## src/rtl/hog_pkg.sv

```systemverilog
// Shared types and sizing helpers for the HOG feature serializer.
// Imported by the block FIFO and the serializer top.
package hog_pkg;

  localparam int DROP_W = 16;

  typedef enum logic {
    IDLE,
    STREAM
  } state_t;

  function automatic int clog2(input int v);
    int r;
    for (r = 0; (1 << r) < v; r++) begin
    end
    return r;
  endfunction

  function automatic int fea_w(input int fi, input int ff);
    return fi + ff;
  endfunction

  function automatic int beats(input int nbin, input int ncell,
                               input int lanes);
    return (nbin * ncell) / lanes;
  endfunction

endpackage

```

## src/rtl/hog_blk_fifo.sv

```systemverilog
// Whole-block FIFO with combinational head output.
// Writes into a full FIFO and reads from an empty one are ignored.
module hog_blk_fifo
  import hog_pkg::*;
#(
  parameter int DW    = 32,
  parameter int DEPTH = 4
) (
  input  logic                      clk,
  input  logic                      rst,
  input  logic                      push,
  input  logic                      pop,
  input  logic [DW-1:0]             din,
  output logic [DW-1:0]             head,
  output logic [clog2(DEPTH):0]     count,
  output logic                      full,
  output logic                      empty
);

  localparam int AW = clog2(DEPTH);

  logic [DW-1:0] mem [DEPTH];
  logic [AW-1:0] wptr;
  logic [AW-1:0] rptr;
  logic          wr;
  logic          rd;

  assign full  = (count == (AW+1)'(DEPTH));
  assign empty = (count == '0);
  assign wr    = push && !full;
  assign rd    = pop && !empty;
  assign head  = mem[rptr];

  // Pointer and occupancy bookkeeping.
  always_ff @(posedge clk) begin
    if (rst) begin
      wptr  <= '0;
      rptr  <= '0;
      count <= '0;
    end else begin
      if (wr) wptr <= wptr + 1'b1;
      if (rd) rptr <= rptr + 1'b1;
      count <= count + (AW+1)'(wr) - (AW+1)'(rd);
    end
  end

  // Block storage; contents need no reset.
  always_ff @(posedge clk) begin
    if (wr) mem[wptr] <= din;
  end

endmodule

```

## src/rtl/hog_fea_serializer.sv

```systemverilog
// Buffers normalised HOG blocks and streams them as LANES
// features per beat with block/window boundary flags.
module hog_fea_serializer
  import hog_pkg::*;
#(
  parameter int FEA_I       = 4,
  parameter int FEA_F       = 28,
  parameter int NBIN        = 9,
  parameter int NCELL       = 4,
  parameter int LANES       = 1,
  parameter int DEPTH       = 4,
  parameter int BLK_PER_WIN = 105,
  parameter int BLK_W       = 8
) (
  input  logic                                 clk,
  input  logic                                 rst,
  input  logic                                 i_valid,
  input  logic [NCELL*NBIN*(FEA_I+FEA_F)-1:0]  i_fea,
  output logic                                 i_ready,
  input  logic                                 clr_ovf,
  output logic                                 o_valid,
  input  logic                                 o_ready,
  output logic [LANES*(FEA_I+FEA_F)-1:0]       o_data,
  output logic                                 o_sop,
  output logic                                 o_eop,
  output logic                                 o_eow,
  output logic [BLK_W-1:0]                     o_blk_idx,
  output logic                                 ovf,
  output logic [DROP_W-1:0]                    drop_cnt
);

  localparam int FW = fea_w(FEA_I, FEA_F);
  localparam int NB = beats(NBIN, NCELL, LANES);
  localparam int BW = (clog2(NB) > 0) ? clog2(NB) : 1;
  localparam int DW = NCELL * NBIN * FW;
  localparam int LW = LANES * FW;
  localparam int AW = clog2(DEPTH);

  state_t              state;
  state_t              state_nx;
  logic [BW-1:0]       beat;
  logic [DW-1:0]       head;
  logic [NB-1:0][LW-1:0] beat_v;
  logic [AW:0]         count;
  logic [AW:0]         count_nx;
  logic                full;
  logic                empty;
  logic                push;
  logic                pop;
  logic                drop;
  logic                xfer;
  logic                last;

  hog_blk_fifo #(
    .DW    (DW),
    .DEPTH (DEPTH)
  ) u_fifo (
    .clk   (clk),
    .rst   (rst),
    .push  (push),
    .pop   (pop),
    .din   (i_fea),
    .head  (head),
    .count (count),
    .full  (full),
    .empty (empty)
  );

  assign push     = i_valid && !full;
  assign drop     = i_valid && full;
  assign xfer     = o_valid && o_ready;
  assign last     = (beat == BW'(NB-1));
  assign pop      = xfer && last;
  assign count_nx = count + (AW+1)'(push) - (AW+1)'(pop);
  assign i_ready  = !full;

  assign beat_v    = head;
  assign o_valid   = (state == STREAM);
  assign o_data    = beat_v[beat];
  assign o_sop     = o_valid && (beat == '0);
  assign o_eop     = o_valid && last;
  assign o_eow     = o_eop && (o_blk_idx == BLK_W'(BLK_PER_WIN-1));

  // State register.
  always_ff @(posedge clk) begin
    if (rst) state <= IDLE;
    else     state <= state_nx;
  end

  // Stream while any block is buffered; a fresh push starts at once.
  always_comb begin
    state_nx = state;
    unique case (state)
      IDLE:   if (push || !empty) state_nx = STREAM;
      STREAM: if (pop && count_nx == '0) state_nx = IDLE;
      default: state_nx = IDLE;
    endcase
  end

  // Beat position within the head block.
  always_ff @(posedge clk) begin
    if (rst)       beat <= '0;
    else if (xfer) beat <= last ? '0 : beat + 1'b1;
  end

  // Block index within the detection window, advanced per sent block.
  always_ff @(posedge clk) begin
    if (rst) begin
      o_blk_idx <= '0;
    end else if (pop) begin
      if (o_blk_idx == BLK_W'(BLK_PER_WIN-1)) o_blk_idx <= '0;
      else                                    o_blk_idx <= o_blk_idx + 1'b1;
    end
  end

  // Overflow tracking; a drop takes priority over a clear.
  always_ff @(posedge clk) begin
    if (rst) begin
      ovf      <= 1'b0;
      drop_cnt <= '0;
    end else if (drop) begin
      ovf <= 1'b1;
      if (clr_ovf)             drop_cnt <= DROP_W'(1);
      else if (&drop_cnt)      drop_cnt <= drop_cnt;
      else                     drop_cnt <= drop_cnt + 1'b1;
    end else if (clr_ovf) begin
      ovf      <= 1'b0;
      drop_cnt <= '0;
    end
  end

endmodule

```

## config.mk

```make
export PLATFORM = sky130hd
export DESIGN_NAME = hog_fea_serializer
export DESIGN_NICKNAME = d
export VERILOG_FILES = /design/src/rtl/hog_pkg.sv /design/src/rtl/hog_blk_fifo.sv /design/src/rtl/hog_fea_serializer.sv
export SDC_FILE = /design/constraint.sdc
export NUM_CORES = 2
export LEC_CHECK = 0
export ABC_AREA = 0
export CORE_UTILIZATION = 35
export DETAILED_ROUTE_END_ITERATION = 16
export GPL_ROUTABILITY_DRIVEN = 1
export SLEW_MARGIN = 15
export SYNTH_ARGS = -nofsm -noshare
export SYNTH_HDL_FRONTEND = slang
export SYNTH_HIERARCHICAL = 1
export SYNTH_MEMORY_MAX_BITS = 65536
export SYNTH_SLANG_ARGS = --single-unit
export TNS_END_PERCENT = 1
```

## constraint.sdc

```tcl
create_clock -name clk -period 61.8 [get_ports clk]
set_clock_uncertainty 0.2 [all_clocks]
set_input_delay 9.27 -clock clk [delete_from_list [all_inputs] [get_ports clk]]
set_output_delay 9.27 -clock clk [all_outputs]
set_load 0.01 [all_outputs]
```

-- Word-level counts from Yosys, hierarchy flattened
Memories as Yosys holds them, arrays and structs flattened. A register that Yosys moved wholly into a read port is not among the register bits.
Cells that the tools add are included.
- flip-flop bits (word level): 39
- bits in latches: 0
- RAM bits: 4608
- bits in read-only memories: 0
- output and inout port bits: 62
- memories: 1
- memories (name ; words ; bits a word ; rd ports ; clocked after Yosys merged registers in ; write ports ; line ; source):
    u_fifo.mem ; 4 ; 1152 ; 1 ; 1 ; 1 ; hog_blk_fifo.sv:22 ; logic [DW-1:0] mem [DEPTH];
- add/subtract/negate cells: 9
- multiply operators: 0
- divide/modulo/power cells: 0
- magnitude comparators: 1
- equality and inequality tests: 4
- shifts and indexed selects: 0
- mux-type cells: 17
- bitwise gates (word level): 1
- reduce and logical (&&, ||, !) cells: 19
- operator list (kind ; number):
    binary-select mux 32 bit (select 6 bit) ; 1
    two-way mux 16 bit ; 4
    two-way mux 32 bit ; 1
    adder 16 x 1 -> 16 bit (second input constant) ; 1
    AND reduction 16 bit ; 1
    logical AND 1 bit ; 10
    adder 8 x 1 -> 8 bit (second input constant) ; 1
    == test 8 x 7 -> 1 bit (second input constant) ; 1
    two-way mux 8 bit ; 1
    < comparator 6 x 7 -> 1 bit (second input constant) ; 1
    adder 3 x 1 -> 3 bit ; 2
    adder 6 x 1 -> 6 bit (second input constant) ; 1
    == test 6 bit (second input constant) ; 1
    zero test 3 bit ; 2
    zero test 6 bit ; 1
    two-way mux 1 bit ; 6
    two-way mux 6 bit ; 1
    subtractor 3 x 1 -> 3 bit ; 2
    adder 2 x 1 -> 2 bit (second input constant) ; 2
    two-way mux 2 bit ; 2
    == test 3 bit (second input constant) ; 1
    zero test 1 bit ; 2
    != test 2 bit (second input constant) ; 1
    case mux 1 bit (2 select lines) ; 1
    other kinds (4) ; 4

-- Depth between registers and ports, before layout
- word-level depth: 9
- gate-level depth with buffers: 13
- mapped depth without buffers: 12

-- Modules after synthesis
Netlist, hierarchy kept.
- modules (own cells, without submodules) (module ; instances ; cells an instance ; area each (um2) ; seq. area each (um2)):
    hog_blk_fifo ; 1 ; 6067 ; 166181.9 ; 138552.9
    hog_fea_serializer ; 1 ; 1271 ; 11607.4 ; 640.6

-- Least setup slack after synthesis
No wires, ideal clock.
- kind: input-to-reg
- from: input i_valid
- to: memory u_fifo/mem[0][0] (netlist name), enable pin
- arrival time: 35725 ps
- setup slack: 24197 ps
- cell stages on the path: 4
- cell sequence: nor2b_1 -> inv_1 -> nor2_1 -> and2_1
- longest elaborated chain between the ends: 4
- RTL lines (element ; line ; source):
    start: declaration ; hog_fea_serializer.sv:17 ; input logic i_valid,
    logical AND 1 bit ; hog_fea_serializer.sv:69 ; assign push = i_valid && !full;
    logical AND 1 bit ; hog_blk_fifo.sv:30 ; assign wr = push && !full;
    two-way mux 1 bit ; hog_blk_fifo.sv:49 ; if (wr) mem[wptr] <= din;
    two-way mux 1 bit (implied by the code) ; hog_blk_fifo.sv:49 ;
    end: declaration ; hog_blk_fifo.sv:22 ;
Every way passes these cells.

==> summary.md <==
| Metric | Value |
|---|---|
| Run status | `completed` |
| VDD IR max | `0.03140 mV` |
| Final hold viol count | `0` |
| DRC Markers | `0` |
| Max transition margin | `between 15 and 20%` |
| Num CTS Buffers | `472` |
| Vias per inst | `around 5.3` |
| Measured slew at the worst slew-check pin | `between 1 and 1.5 ns` |
| Clock-pin slew on the worst setup and hold paths | `approximately 0.06 ns` |
| Crit. End Element | `output port` |
| WP data required | `approximately 52 ns` |
| I/O Buffers | `about 1.2k` |
| Synthesis warning total | `6` |
| Finished Layout Cells | `16.11k` |
| R2R Path Start | `u_fifo/count[1]$_SDFF_PP0_` |
| Setup violators final | `0` |
| Worst r2r path cells | `11` |
| Worst hold-check path type | `flip-flop to flip-flop` |
| Via count | `about 86k` |
| Ys async rst share | `0%` |
| RSZ-0062 raised after global routing | `no` |
| Syn_nets | `approximately 8.5k` |
| Fillers | `about 43k` |
| #FFs+latches synth | `4649` |
| Power per standard cell area | `around 37 nW/um2` |
| Root Driver | `clkbuf_16` |
| Crit-path most repeated cell | `buf_4` |
| Sequential fraction of the synthesis area | `about 78%` |
| GRT overflow | `0` |
| First-pass GRT wire length | `slightly above 700000 um` |
| Family with the most delay on the worst path | `buffers and inverters` |
| Clock Sinks | `approximately 4.6k` |
| Layout area overhead | `20.41%` |
| Post-Place Cell Area | `between 150000 and 200000 um2` |
| HP Start | `ovf$_SDFFE_PP0P_` |
| Buffer and inverter count on the worst path | `7` |
| Full die area | `a little over 500000 um2` |
| Gp weighted congestion | `just over 0.8` |
| Fmax | `approximately 53 MHz` |
| DP HPWL | `365300 um` |
| Total track usage | `20.47%` |
| Setup bufs post-CTS | `0` |
| Yosys cell types | `between 50 and 60` |
| Hold Crit Endpoint | `ovf$_SDFFE_PP0P_` |
| Core Footprint | `about 510000 um2` |
| CTS resizes | `0` |
| Clock latency on the worst-skew pair | `around 1.1 ns` |
| Syn Std Cell Area | `approximately 180000 um2` |
| Startpoint Class | `flip-flop` |
| RR Endpoint | `u_fifo/mem[0][699]$_DFFE_PP_` |
| Avg WL per Cell | `33.31 um` |
| Delay of the slowest critical-path stage | `around 0.96 ns` |
| Placed insts | `15.08k` |
| Number of global-route vias before repair | `slightly below 90k` |
| Max-Cap Viols | `0` |
| Starting Density | `between 30% and 40%` |
| Hold depth | `2` |
| CTS tree | `built` |
| Vert. Die Dim | `just over 700 um` |
| CTS hold repair buffers | `0` |
| Final Net Count | `10.02k` |
| DR pass1 iterations | `5` |
| R2r setup slk | `between 50 and 60 ns` |
| Final TNS setup | `0 ns` |
| Syn Inst Count | `7338` |
| Slowest CP cell | `dfxtp_4` |
| Fin area | `about 210000 um2` |
| Most common flop cell mapped by yosys | `edfxtp_1` |
| Largest net degree at the start of global routing | `147` |
| Initial DRC count | `just over 8k` |
| I/O pins | `around 1.2k` |
| Crit path time final | `about 19 ns` |
| Initial antenna violation count | `~420` |
| Routed Antenna Nets | `0` |
| Leak | `about 0.064 uW` |
| Count of flip-flops with a built-in enable after synthesis | `roughly 4.6k` |
| Number of core rows | `approximately 260` |
| Die Width | `approximately 710 um` |
| Final worst path period share | `between 30% and 40%` |
| Total Wirelength | `between 500000 and 600000 um` |
| CP Class | `flip-flop to output port` |
| Critical path arrival | `9.52 ns` |
| Avg Cell Area, Syn | `24.23 um2` |
| Htree depth | `5` |
| Crit Path Max Fanout | `60` |
| Layout cell share with drive strength beyond 1 | `a little under a quarter` |
| Slew Viols, Final | `0` |
| Final Core Density | `42.35%` |
| Cells along the critical path | `buf_4, buf_4, buf_4, buf_4, buf_4, buf_4, mux4_2, mux2i_1, a22o_1, a221oi_1, o22ai_1, o31ai_2, clkdlybuf4s50_1` |
| CTS Buffer Depth | `4` |
-- synthesized netlist by cell type (18+ instances only) --
cell	n	area share [%]
dfxtp_1	41	0.46
buf_6	50	0.32
buf_2	170	0.48
mux4_2	1200	15
buf_4	31	0.13
o31ai_2	27	0.19
mux2i_1	487	2.7
edfxtp_1	4608	78
nand2_1	53	0.11
o22ai_1	60	0.21
buf_1	77	0.16
a22o_1	120	0.59
a221oi_1	119	0.59
clkbuf_1	75	0.16
nor2_1	34	0.072
inv_1	18	0.038
-- final cells by class --
cell class / instances / area, um2 / share of cell area, %
Sequential cell: 4649 / 139200 / 65.03
Multi-Input combinational cell: 2266 / 36660 / 17.13
Timing Repair Buffer: 1442 / 14220 / 6.641
Clock buffer: 559 / 12160 / 5.680
Tap cell: 6706 / 8391 / 3.920
Clock inverter: 315 / 2967 / 1.386
Antenna cell: 155 / 387.9 / 0.1812
Inverter: 19 / 71.32 / 0.03332
-- flip-flops by register name, indices dropped and copies added (netlist names), named ones only --
name and flops:
u_fifo/wptr 2, u_fifo/rptr 2, o_blk_idx 8, u_fifo/mem 4608, beat 6, u_fifo/count 3, o_valid 1, drop_cnt 16
ovf 1
-- report_power, final --
part / internal [uW] / switching [uW] / leakage, uW
Sequential: 3970 / 85.2 / 0.0425
Clock: 1570 / 1220 / 0.00738
Combinational: 394 / 684 / 0.0143
Total: 5930 / 1990 / 0.0642
-- per-stage QoR --
step / power, uW / hold WS, ns / setup WS, ns
after global placement: 5183 / 0.2674 / 43.31
after floorplan: 5303 / 0.2591 / 24.20
final: 7921 / 0.2912 / 42.81
after CTS: 8007 / 0.2805 / 42.59
after global routing: 8178 / 0.3465 / 42.43
after detailed placement: 5231 / 0.2705 / 43.76
-- logic make-up after synthesis --
kind of cell | after synthesis | share of synthesized area, %
flops | 4649 | 78.29
mux | 1689 | 17.96
simple gates | 170 | 0.4919
buf+inv | 423 | 1.291
compound gates | 372 | 1.759
xor+xnor | 21 | 0.1035
fa+ha+maj | 14 | 0.1070
-- worst max-delay path by stage --
stage                   start                    endpoint  cells after the start
global route        flip-flop                  o_data[12]                     13
detailed placement  flip-flop                  o_data[12]                     13
finish              flip-flop                  o_data[12]                     13
global placement    flip-flop                  o_data[10]                     14
CTS                 flip-flop                  o_data[12]                     13
floorplan             i_valid  u_fifo/mem[0][0]$_DFFE_PP_                      4
-- metal layers --
metal / wire, um / global-route usage [%] / vias to the layer above
met1: 209400 / 26.05 / 45728
met5: 1295 / 0 / -
met4: 21320 / 7.837 / 202
met3: 44750 / 5.832 / 1176
li1: - / - / 35119
met2: 259900 / 33.27 / 3520
-- worst reg2reg max path: cells and delay by family (launching register included) --
family | cells | cell delay [ns]
simple gates | 4 | 1.38
buf+inv | 7 | 4.58
flops | 1 | 0.46
-- placed cells by master, fill, tap and decap left out, types with 5 or more instances in the layout --
cell type,n
nor2b_1,7
xnor2_1,9
clkinv_16,19
mux2i_1,486
clkbuf_16,473
and3_1,5
buf_4,193
inv_1,18
mux4_2,1200
buf_12,25
or3_1,6
o21ai_0,9
o22ai_1,52
inv_6,7
a22o_1,120
clkinv_1,133
o22ai_2,8
clkdlybuf4s50_1,1218
nor2_1,33
nand2_1,52
a221oi_2,31
xor2_1,12
nand4_1,12
a221oi_1,87
nor3_1,10
clkinv_2,100
edfxtp_1,4608
bufinv_16,38
clkbuf_1,86
ha_1,12
and2_4,5
clkinvlp_4,10
a21oi_1,11
dfxtp_1,34
diode_2,155
o31ai_2,30
nand3_1,10
(Power assumes the default switching activity.)
